$ cat config.mk
export PLATFORM = sky130hd
export DESIGN_NAME = frame_sync_deser
export DESIGN_NICKNAME = d
export VERILOG_FILES = /design/src/rtl/cdr_pkg.sv /design/src/rtl/bit_deser8.sv /design/src/rtl/frame_sync_deser.sv
export SDC_FILE = /design/constraint.sdc
export NUM_CORES = 1
export LEC_CHECK = 0
export ABC_AREA = 0
export BUFFER_PORTS_ARGS = -buffer_cell sky130_fd_sc_hd__buf_2
export CORE_AREA = 2 2 80 82
export CTS_CLUSTER_DIAMETER = 50
export DETAILED_ROUTE_END_ITERATION = 7
export DIE_AREA = 0 0 82 84
export GPL_ROUTABILITY_DRIVEN = 0
export HOLD_SLACK_MARGIN = 0.12
export PLACE_DENSITY = 0.88
export SLEW_MARGIN = 15
export SYNTH_ARGS = -nofsm -noshare
export SYNTH_HDL_FRONTEND = slang
export SYNTH_SLANG_ARGS = --single-unit
$ cat constraint.sdc
create_clock -name clk -period 3 [get_ports clk]
set_clock_uncertainty 0.05 [all_clocks]
set_input_delay 0 -clock clk [delete_from_list [all_inputs] [get_ports clk]]
set_output_delay 0 -clock clk [all_outputs]
set_load 0.01 [all_outputs]
$ cat src/rtl/cdr_pkg.sv
// Shared types and constants for the frame synchroniser / deserializer slice.
package cdr_pkg;

  typedef enum logic [1:0] {
    ST_SEARCH = 2'b00,
    ST_VERIFY = 2'b01,
    ST_LOCKED = 2'b10
  } fs_state_e;

  localparam int unsigned     SYNC_W_DEF    = 16;
  localparam logic [15:0]     SYNC_WORD_DEF = 16'hF628;
  localparam int unsigned     BYTE_W        = 8;
  localparam int unsigned     STAT_W        = 8;
  localparam int unsigned     FRAME_CNT_W   = 16;

  // Frame length in bits: sync word plus payload bytes.
  function automatic int unsigned frame_len(input int unsigned sync_w,
                                            input int unsigned payload_bytes);
    return sync_w + BYTE_W * payload_bytes;
  endfunction

endpackage

$ cat src/rtl/bit_deser8.sv
// Serial-to-byte shifter: MSB-first, registered byte and one-cycle done pulse.
module bit_deser8
  import cdr_pkg::*;
(
  input  logic              clk,
  input  logic              rst,
  input  logic              en,
  input  logic              din,
  input  logic              clear,
  output logic [BYTE_W-1:0] data,
  output logic              done
);

  localparam int unsigned IDX_W = 3;

  logic [IDX_W-1:0]  idx_q;
  logic [BYTE_W-2:0] sh_q;

  always_ff @(posedge clk) begin
    if (rst) begin
      idx_q <= '0;
      sh_q  <= '0;
      data  <= '0;
      done  <= 1'b0;
    end else begin
      done <= 1'b0;
      if (clear) begin
        idx_q <= '0;
      end else if (en) begin
        sh_q  <= {sh_q[BYTE_W-3:0], din};
        idx_q <= idx_q + 1'b1;
        // Eighth bit completes the byte; publish it together with the pulse.
        if (idx_q == IDX_W'(BYTE_W - 1)) begin
          data <= {sh_q, din};
          done <= 1'b1;
        end
      end
    end
  end

endmodule

$ cat src/rtl/frame_sync_deser.sv
// Sync-word search/verify/lock controller with flywheel loss and payload deserialization.
module frame_sync_deser
  import cdr_pkg::*;
#(
  parameter int unsigned       SYNC_W        = SYNC_W_DEF,
  parameter logic [SYNC_W-1:0] SYNC_WORD     = SYNC_W'(SYNC_WORD_DEF),
  parameter int unsigned       PAYLOAD_BYTES = 8,
  parameter int unsigned       VERIFY_CNT    = 2,
  parameter int unsigned       LOSS_CNT      = 3
) (
  input  logic                   clk,
  input  logic                   rst,
  input  logic                   sample_en,
  input  logic                   d_bb,
  output logic [BYTE_W-1:0]      byte_data,
  output logic                   byte_valid,
  output logic                   sof,
  output logic                   eof,
  output logic                   locked,
  output logic [1:0]             state,
  output logic [STAT_W-1:0]      sync_err_cnt,
  output logic [FRAME_CNT_W-1:0] frame_cnt
);

  localparam int unsigned L        = frame_len(SYNC_W, PAYLOAD_BYTES);
  localparam int unsigned PAY_BITS = BYTE_W * PAYLOAD_BYTES;
  localparam int unsigned CNT_W    = $clog2(L);
  localparam int unsigned GOOD_W   = $clog2(VERIFY_CNT + 1);
  localparam int unsigned MISS_W   = $clog2(LOSS_CNT + 1);

  fs_state_e              state_q, state_d;
  logic [SYNC_W-1:0]      sr_q, sr_d, nsr;
  logic [CNT_W-1:0]       cnt_q, cnt_d;
  logic [GOOD_W-1:0]      good_q, good_d;
  logic [MISS_W-1:0]      miss_q, miss_d;
  logic [STAT_W-1:0]      err_q, err_d;
  logic [FRAME_CNT_W-1:0] frm_q, frm_d;
  logic                   locked_q, locked_d;
  logic                   sof_q, eof_q;
  logic                   match, at_check, deser_en, deser_clear;

  assign nsr         = {sr_q[SYNC_W-2:0], d_bb};
  assign match       = (nsr == SYNC_WORD);
  assign at_check    = (cnt_q == CNT_W'(L - 1));
  assign deser_en    = sample_en && (state_q == ST_LOCKED) && (cnt_q < CNT_W'(PAY_BITS));
  assign deser_clear = (state_q != ST_LOCKED);

  // State and counter registers
  always_ff @(posedge clk) begin
    if (rst) begin
      state_q  <= ST_SEARCH;
      sr_q     <= '0;
      cnt_q    <= '0;
      good_q   <= '0;
      miss_q   <= '0;
      err_q    <= '0;
      frm_q    <= '0;
      locked_q <= 1'b0;
      sof_q    <= 1'b0;
      eof_q    <= 1'b0;
    end else begin
      state_q  <= state_d;
      sr_q     <= sr_d;
      cnt_q    <= cnt_d;
      good_q   <= good_d;
      miss_q   <= miss_d;
      err_q    <= err_d;
      frm_q    <= frm_d;
      locked_q <= locked_d;
      sof_q    <= deser_en && (cnt_q == CNT_W'(BYTE_W - 1));
      eof_q    <= deser_en && (cnt_q == CNT_W'(PAY_BITS - 1));
    end
  end

  // Next-state logic; everything holds on cycles without a symbol strobe.
  always_comb begin
    state_d = state_q;
    sr_d    = sr_q;
    cnt_d   = cnt_q;
    good_d  = good_q;
    miss_d  = miss_q;
    err_d   = err_q;
    frm_d   = frm_q;
    if (sample_en) begin
      sr_d = nsr;
      unique case (state_q)
        ST_SEARCH: begin
          if (match) begin
            state_d = ST_VERIFY;
            cnt_d   = '0;
            good_d  = '0;
          end
        end
        ST_VERIFY: begin
          cnt_d = at_check ? '0 : cnt_q + 1'b1;
          if (at_check) begin
            if (match) begin
              good_d = good_q + 1'b1;
              if (good_d == GOOD_W'(VERIFY_CNT)) begin
                state_d = ST_LOCKED;
                miss_d  = '0;
              end
            end else begin
              state_d = ST_SEARCH;
            end
          end
        end
        ST_LOCKED: begin
          cnt_d = at_check ? '0 : cnt_q + 1'b1;
          if (at_check) begin
            if (match) begin
              miss_d = '0;
              frm_d  = frm_q + 1'b1;
            end else begin
              // Flywheel: tolerate isolated misses, drop only on a run of them.
              if (err_q != '1) err_d = err_q + 1'b1;
              miss_d = miss_q + 1'b1;
              if (miss_d == MISS_W'(LOSS_CNT)) state_d = ST_SEARCH;
            end
          end
        end
        default: state_d = ST_SEARCH;
      endcase
    end
    locked_d = (state_d == ST_LOCKED);
  end

  bit_deser8 u_deser (
    .clk   (clk),
    .rst   (rst),
    .en    (deser_en),
    .din   (d_bb),
    .clear (deser_clear),
    .data  (byte_data),
    .done  (byte_valid)
  );

  assign sof          = sof_q;
  assign eof          = eof_q;
  assign locked       = locked_q;
  assign state        = state_q;
  assign sync_err_cnt = err_q;
  assign frame_cnt    = frm_q;

endmodule

==> reports/metrics.yaml, run 1 <==
layout:
  fin_nets: 438
  antenna_cells: 0
  area_growth_pct: 15.9
  fin_cells: 505
  drive_gt1_frac: 0.166
  fillers: 505
clock_network:
  clock-sinks: 74
  clk_latency_ns: 0.36
  post_cts_buffers: 0
  cts_tree: "built"
  root_buffer: "clkbuf_8"
  cts_buffers: 9
  path_clk_slew_ns: 0.08
  cts_resized: 0
  max-clock-path-buffers: 2
  cts_hold_buf: 2
  htreeDepth: 3
flow_run:
  drv_cap: 0
detailed_routing:
  vias_per_cell: 5.69
  final_antenna_net_count: 0
  drt-pass1-iter-count: 4
  wl_um: 6950
  wl_per_cell_um: 13.8
  drc: 0
  vias: 2875
  drt-initial-drc-count: 230
place:
  io_buffers: 41
  place_inst: 487
  place_ws_ns: 0.551
  hpwl_um: 4860
sta:
  final-hold-violation-count: 0
  setup_slack_ns: 0.512
  timing.final.crit_share: 0.829
  fmax_ghz: 0.402
  setup_viol: 0
  hold-worst-slack_ns: 0.186
  worst_slew_pin_slew_ns: 0.678
  drv_slew: 0
  setup_tns_ns: 0
  slew_headroom: 0.548
  rsz0062_at_grt: "no"
  fin_crit_ns: 2.49
die:
  floorplan.initialDensity: 0.542
  die_x_um: 82
  rows: 29
  fp.dieH_um: 84
  die-area_sq_mm: 0.00689
  io-pin-count: 42
  fp.coreArea_sq_mm: 0.00610
logic_synthesis:
  ys_top_cells_by_area: "dfxtp_1, mux2i_1, nand2_1"
  yosysWarnings: 0
  syn-num-nets: 394
  yosys_most_used_dff: "dfxtp_1"
  syn_area_per_cell_sq_um: 8.73
  seq_area_frac_synth: 0.448
  synth-seq-cells: 74
  synth_top_area_frac: 0.448
  syn_area_sq_mm: 0.00331
  yosysTopAreaCell: "dfxtp_1"
  synth.distinct_cells: 47
  synth_edf_count: 0
  async_reset_ff_frac: 0
  syn_inst: 379
power:
  power.density_mw_per_mm2: 487
  irDropWorstVdd_mv: 0.287
  power_mw: 1.86
  p_leak_nw: 1.47
worst_setup_path:
  crit_required_ns: 3.23
  worstSetupPathType: "flop to flop"
  crit_path_max_fanout: 14
  cp_slowest_stage_delay_ns: 0.57
  endpoint_kind: "flop"
  crit_arrival_ns: 2.72
  start_kind: "flop"
  crit_path_top_delay_cell: "or4_4"
  worstPathCellList: "or4_4, nor4_2, buf_4, nand4_1, or3_1, a21oi_1"
grt:
  grt_overflow: 0
  grt_pass1_vias: 2788
  antenna_found_initial: 0
  grt_pass1_wl_um: 11700
  grt_max_degree: 40
  grt_usage: 0.216
status:
  outcome: "finished clean"
worst_hold_path:
  hold_class: "input port to flop"
layout make-up:
class                           instances  area (sq um)  share of cell area
Clock inverter                          6          91.3              0.0238
Tap cell                               77          96.3              0.0251
Multi-Input combinational cell        281          1740               0.453
Inverter                                8          30.0             0.00784
Sequential cell                        74          1480               0.387
Clock buffer                           10           128              0.0333
Timing Repair Buffer                   49           270              0.0705
report_power, final:
group | switching (mW) | internal [mW] | total (mW)
clock network | 0.371 | 0.469 | 0.841
logic | 0.0266 | 0.0133 | 0.0398
registers | 0.00137 | 0.983 | 0.984
total | 0.399 | 1.47 | 1.86
registers in the layout, summed over array words and instances (netlist names), 2 cells and up:
signal         cells
sync_err_cnt       8
u_deser.data       8
cnt_q              7
sr_q              15
frame_cnt         16
state              2
good_q             2
u_deser.idx_q      3
u_deser.sh_q       7
miss_q             2
path summary, 6_finish.rpt:
| kind | from | to | slack (ns) | depth (start not counted) |
|---|---|---|---|---|
| max | sr_q[0]$_SDFFE_PP0P_ | frame_cnt[11]$_SDFFE_PP0P_ | 0.51 | 6 |
| min | sample_en | u_deser.sh_q[3]$_SDFFE_PP0P_ | 0.19 | 5 |
| max reg2reg | sr_q[0]$_SDFFE_PP0P_ | frame_cnt[11]$_SDFFE_PP0P_ | 0.51 | 6 |
| min reg2reg | u_deser.data[6]$_SDFFE_PP0P_ | u_deser.data[6]$_SDFFE_PP0P_ | 0.41 | 2 |
cells by family (layout without fill, tap and decap cells):
logic type	Yosys count	in the layout	synth area share
flops	74	74	0.448
compound gates	66	66	0.118
mux	21	21	0.0639
xor+xnor	13	13	0.0344
buf+inv	24	73	0.0272
fa+ha+maj	11	11	0.0416
simple gates	170	170	0.267
metrics by stage:
stage / util / cell area (sq um)
after CTS: 0.629 / 3830
after floorplan: - / 3310
after global routing: 0.629 / 3830
after detailed placement: 0.589 / 3590
final: 0.629 / 3830
after global placement: 0.589 / 3590
Yosys cell counts (2+ instances only):
master / number
mux2i_1: 20
nand4_1: 9
nor4_1: 6
and3_1: 3
a21oi_1: 35
and2_1: 3
o21a_1: 2
nor3_1: 7
xor2_1: 5
nand3_1: 12
nor3b_1: 3
and4_1: 4
nand4b_1: 3
dfxtp_1: 74
or3_1: 11
nand2b_1: 4
nor2b_1: 4
xnor2_1: 8
ha_1: 11
nand2_1: 49
nor2_1: 38
or4_1: 3
o31ai_1: 2
a31oi_1: 3
or4_4: 2
clkbuf_1: 15
o21ai_0: 15
inv_1: 8
nand3b_1: 2
cell usage in the layout (no fill, tap or decap), drive strengths merged, types with 2 or more instances in the layout:
cell         netlist  routed
a21oi             35      35
a31oi              3       3
and2               3       3
and3               3       3
and4               4       4
buf                1      47
bufinv             0       2
clkbuf            15      10
clkinvlp           0       3
dfxtp             74      74
dlygate4sd3        0       2
ha                11      11
inv                8       8
mux2i             20      20
nand2             49      49
nand2b             4       4
nand3             12      12
nand3b             2       2
nand4              9       9
nand4b             3       3
nor2              38      38
nor2b              4       4
nor3               7       7
nor3b              3       3
nor4               7       7
o21a               2       2
o21ai             15      15
o31ai              2       2
or3               11      11
or4                5       5
xnor2              8       8
xor2               5       5
per-layer routing:
layer  global-route usage  share of wire  vias up
met4               0.0909          0.024        0
met5                    0              0        -
li1                     -              -     1435
met2                0.368           0.50       58
met1                0.247           0.43     1365
met3               0.0628          0.043       17
critical path, delay by kind of cell, from the launching register on:
family | cells | cell delay [ns]
flops | 1 | 0.33
buf+inv | 1 | 0.25
simple gates | 4 | 1.63
compound gates | 1 | 0.15
(Power assumes the default switching activity.)
==> inputs of run 2 (changes only) <==
--- a/config.mk
+++ b/config.mk
@@ -5,15 +5,15 @@
 export SDC_FILE = /design/constraint.sdc
 export NUM_CORES = 1
 export LEC_CHECK = 0
-export ABC_AREA = 0
+export ABC_AREA = 1
 export BUFFER_PORTS_ARGS = -buffer_cell sky130_fd_sc_hd__buf_2
-export CORE_AREA = 2 2 80 82
+export CORE_AREA = 2 2 86 88
 export CTS_CLUSTER_DIAMETER = 50
 export DETAILED_ROUTE_END_ITERATION = 7
-export DIE_AREA = 0 0 82 84
+export DIE_AREA = 0 0 88 90
 export GPL_ROUTABILITY_DRIVEN = 0
 export HOLD_SLACK_MARGIN = 0.12
-export PLACE_DENSITY = 0.88
+export PLACE_DENSITY = 0.86
 export SLEW_MARGIN = 15
 export SYNTH_ARGS = -nofsm -noshare
 export SYNTH_HDL_FRONTEND = slang
==> constraint.sdc (replaced) <==
create_clock -name clk -period 2.2 [get_ports clk]
set_clock_uncertainty 0.05 [all_clocks]
set_input_delay 0 -clock clk [delete_from_list [all_inputs] [get_ports clk]]
set_output_delay 0 -clock clk [all_outputs]
set_load 0.01 [all_outputs]
==> run 2 against run 1 <==
Combinational power rose by 100%. Sequential share of layout area fell by 2.4 points. Via count rose by 12%. Critical path type unchanged.
==> reports/metrics.yaml, run 2 <==
logic_synthesis:
  yosysTopAreaCell: "dfxtp_1"  # unchanged
  syn-num-nets: 499  # was 394
  yosysWarnings: 0  # unchanged
  syn_area_sq_mm: 0.00355  # was 0.00331 sq mm
  ys_top_cells_by_area: "dfxtp_1, nor2_1, nand2_1"  # was dfxtp_1, mux2i_1, nand2_1
  yosys_most_used_dff: "dfxtp_1"  # unchanged
  synth-seq-cells: 74  # unchanged
  synth_top_area_frac: 0.417  # was 0.448
  netlist_top_cells_count: "nor2_1, nand2_1, dfxtp_1, a21oi_1, inv_1"  # was dfxtp_1, nand2_1, nor2_1, a21oi_1, mux2i_1
  async_reset_ff_frac: 0  # unchanged
  seq_area_frac_synth: 0.417  # was 0.448
  syn_inst: 484  # was 379
  synth_edf_count: 0  # unchanged
  syn_area_per_cell_sq_um: 7.34  # was 8.73 sq um
  synth.distinct_cells: 38  # was 47
  synth.most_common_cell: "nor2_1"  # was dfxtp_1
detailed_routing:
  drt-pass1-iter-count: 4  # unchanged
  vias_per_cell: 5.09  # was 5.69
  wl_um: 7320  # was 6950 um
  vias: 3216  # was 2875
  drc: 0  # unchanged
  final_antenna_net_count: 0  # unchanged
  drt-initial-drc-count: 125  # was 230
  wl_per_cell_um: 11.6  # was 13.8 um
sta:
  timing.final.crit_share: 0.835  # was 0.829
  rsz0062_at_grt: "no"  # unchanged
  final-hold-violation-count: 0  # unchanged
  fin_crit_ns: 1.84  # was 2.49 ns
  drv_slew: 0  # unchanged
  setup_tns_ns: 0  # unchanged
  worst_slew_pin_slew_ns: 0.417  # was 0.678 ns
  setup_viol: 0  # unchanged
  fmax_ghz: 0.545  # was 0.402 GHz
  slew_headroom: 0.719  # was 0.548
place:
  io_buffers: 41  # unchanged
  hpwl_um: 5350  # was 4860 um
worst_hold_path:
  hp-start: "u_deser.data[3]$_SDFFE_PP0P_"  # was sample_en
  hold_class: "flop to flop"  # was input port to flop
  holdPathStages: 2  # was 5
  min_to: "u_deser.data[3]$_SDFFE_PP0P_"  # was u_deser.sh_q[3]$_SDFFE_PP0P_
grt:
  grt_max_degree: 29  # was 40
  global_route.usage.met3: 0.0505  # was 0.0628
  grt_usage: 0.194  # was 0.216
  antenna_found_initial: 0  # unchanged
  grt-busiest-layer: "met2"  # unchanged
  grt_pass1_vias: 3054  # was 2788
  grt_overflow: 0  # unchanged
  gr-usage-met1: 0.219  # was 0.247
  gr-usage-met2: 0.344  # was 0.368
  grt_pass1_wl_um: 12500  # was 11700 um
worst_setup_path:
  endpoint_kind: "flop"  # unchanged
  crit_path_max_fanout: 22  # was 14
  worstSetupPathType: "flop to flop"  # unchanged
  r2r_slack_ns: 0.36  # was 0.51 ns
  cp_slowest_stage_delay_ns: 0.35  # was 0.57 ns
  crit_path_top_delay_cell: "dfxtp_1"  # was or4_4
  path_buf_inv: 3  # was 1
  timing.rr.start: "state[0]$_SDFF_PP0_"  # was sr_q[0]$_SDFFE_PP0P_
  worst_r2r_endpoint: "u_deser.idx_q[1]$_SDFFE_PP0P_"  # was frame_cnt[11]$_SDFFE_PP0P_
  start_kind: "flop"  # unchanged
  path_delay_family: "buffers and inverters"  # was simple AND/OR/NAND/NOR gates
  reg2reg_depth: 8  # was 6
  crit_required_ns: 2.40  # was 3.23 ns
  crit_top_cell: "nor2_1"
  path_depth: 8  # was 6
  worstPathCellList: "inv_1, ha_1, nand2_1, nor2_1, buf_4, clkinv_1, nor2_1, nor2_1"  # was or4_4, nor4_2, buf_4, nand4_1, or3_1, a21oi_1
  crit_arrival_ns: 2.03  # was 2.72 ns
die:
  fp.coreArea_sq_mm: 0.00702  # was 0.00610 sq mm
  die_x_um: 88  # was 82 um
  rows: 31  # was 29
  fp.dieH_um: 90  # was 84 um
  die-area_sq_mm: 0.00792  # was 0.00689 sq mm
  floorplan.initialDensity: 0.506  # was 0.542
  io-pin-count: 42  # unchanged
layout:
  largest_reg_flops: 16  # unchanged
  fin_nets: 543  # was 438
  fillers: 648  # was 505
  antenna_cells: 0  # unchanged
  postLayoutCoreUtil: 0.583  # was 0.629
  final_common_cell: "nor2_1"  # was dfxtp_1
  drive_gt1_frac: 0.182  # was 0.166
  area_growth_pct: 15.1  # was 15.9%
  layout_common_cells: "nor2_1, nand2_1, dfxtp_1"  # was dfxtp_1, nand2_1, buf_2
power:
  irDropWorstVdd_mv: 0.323  # was 0.287 mV
  power_mw: 2.55  # was 1.86 mW
  power_switching_share: 0.217  # was 0.214
  comb_power_share: 0.032  # was 0.021
  clkPwrFrac: 0.433  # was 0.451
  power.density_mw_per_mm2: 624  # was 487 mW/mm^2
  power.share.sequential: 0.536  # was 0.528
  p_leak_nw: 1.74  # was 1.47 nW
  netSwitchingPower_uw: 554  # was 399 uW
  p_int_mw: 2.00  # was 1.47 mW
clock_network:
  path_clk_slew_ns: 0.08  # about the same
  cts_hold_buf: 3  # was 2
  clk_latency_ns: 0.35  # was 0.36 ns
  root_buffer: "clkbuf_8"  # unchanged
  cts_tree: "built"  # unchanged
  htreeDepth: 3  # unchanged
  cts_buffers: 9  # unchanged
  max-clock-path-buffers: 2  # unchanged
  post_cts_buffers: 0  # unchanged
  cts_resized: 0  # unchanged
  clock-sinks: 74  # unchanged
status:
  outcome: "finished clean"  # unchanged
flow_run:
  drv_cap: 0  # unchanged
-- run 2: worst max-delay path by stage --
stage | startpoint | end | slack (ns)
4_1_cts | state[0]$_SDFF_PP0_ | u_deser.idx_q[1]$_SDFFE_PP0P_ | 0.36
5_1_grt | state[0]$_SDFF_PP0_ | u_deser.idx_q[1]$_SDFFE_PP0P_ | 0.14
3_3_place_gp | state[0]$_SDFF_PP0_ | u_deser.sh_q[5]$_SDFFE_PP0P_ | 0.47
3_5_place_dp | state[0]$_SDFF_PP0_ | u_deser.idx_q[1]$_SDFFE_PP0P_ | 0.39
6_report | state[0]$_SDFF_PP0_ | u_deser.idx_q[1]$_SDFFE_PP0P_ | 0.36
2_1_floorplan | state[0]$_SDFF_PP0_ | sync_err_cnt[3]$_SDFFE_PP0P_ | 0.60
-- run 2: final cells by class --
class                      count  area, sq um  share of cell area
clock buffer                  12          165              0.0404
clock inverter                 4         48.8              0.0119
inverter                      52          196              0.0480
multi-input combinational    342         1800               0.441
sequential                    74         1480               0.362
tap                           99          124              0.0303
timing repair buffer          49          273              0.0667
-- run 2: power by group through the flow --
stage | clock (mW) | combinational (mW) | sequential (mW)
floorplan | 0 | 0.0583 | 1.39
global route | 1.18 | 0.0905 | 1.37
CTS | 1.14 | 0.0811 | 1.37
global placement | 0 | 0.0737 | 1.40
finish | 1.10 | 0.0805 | 1.37
detailed placement | 0 | 0.0767 | 1.40
-- run 2: layer usage --
layer	up-vias	wire length (um)
met5	-	0
met4	0	127
met3	14	322
met2	58	3730
met1	1484	3150
li1	1660	-
-- run 2: cell families (layout without fill, tap and decap cells) --
family | count (synthesis) | in the layout | synth area share
AND/OR/NAND/NOR | 234 | 234 | 0.318
AO/OA/AOI/OAI | 89 | 89 | 0.131
flip-flops | 74 | 74 | 0.417
buffers and inverters | 68 | 117 | 0.0761
adder cells (fa/ha/maj) | 11 | 11 | 0.0387
XOR/XNOR | 8 | 8 | 0.0197
-- run 2: tightest hold or removal path, stage by stage, from the launching register on --
cell,delay (ns)
dfxtp_1,0.31
nand2_1,0.06
a21oi_1,0.05
-- run 2: stage by stage --
step           hold slack, ns  instances  area (sq um)  setup WS [ns]
6_report                0.416        632          4090          0.364
5_1_grt                 0.438        632          4090          0.144
4_1_cts                 0.417        632          4090          0.361
3_5_place_dp            0.268        613          3850          0.392
3_3_place_gp            0.245        613          3850          0.467
2_1_floorplan          0.0849        484          3550          0.603
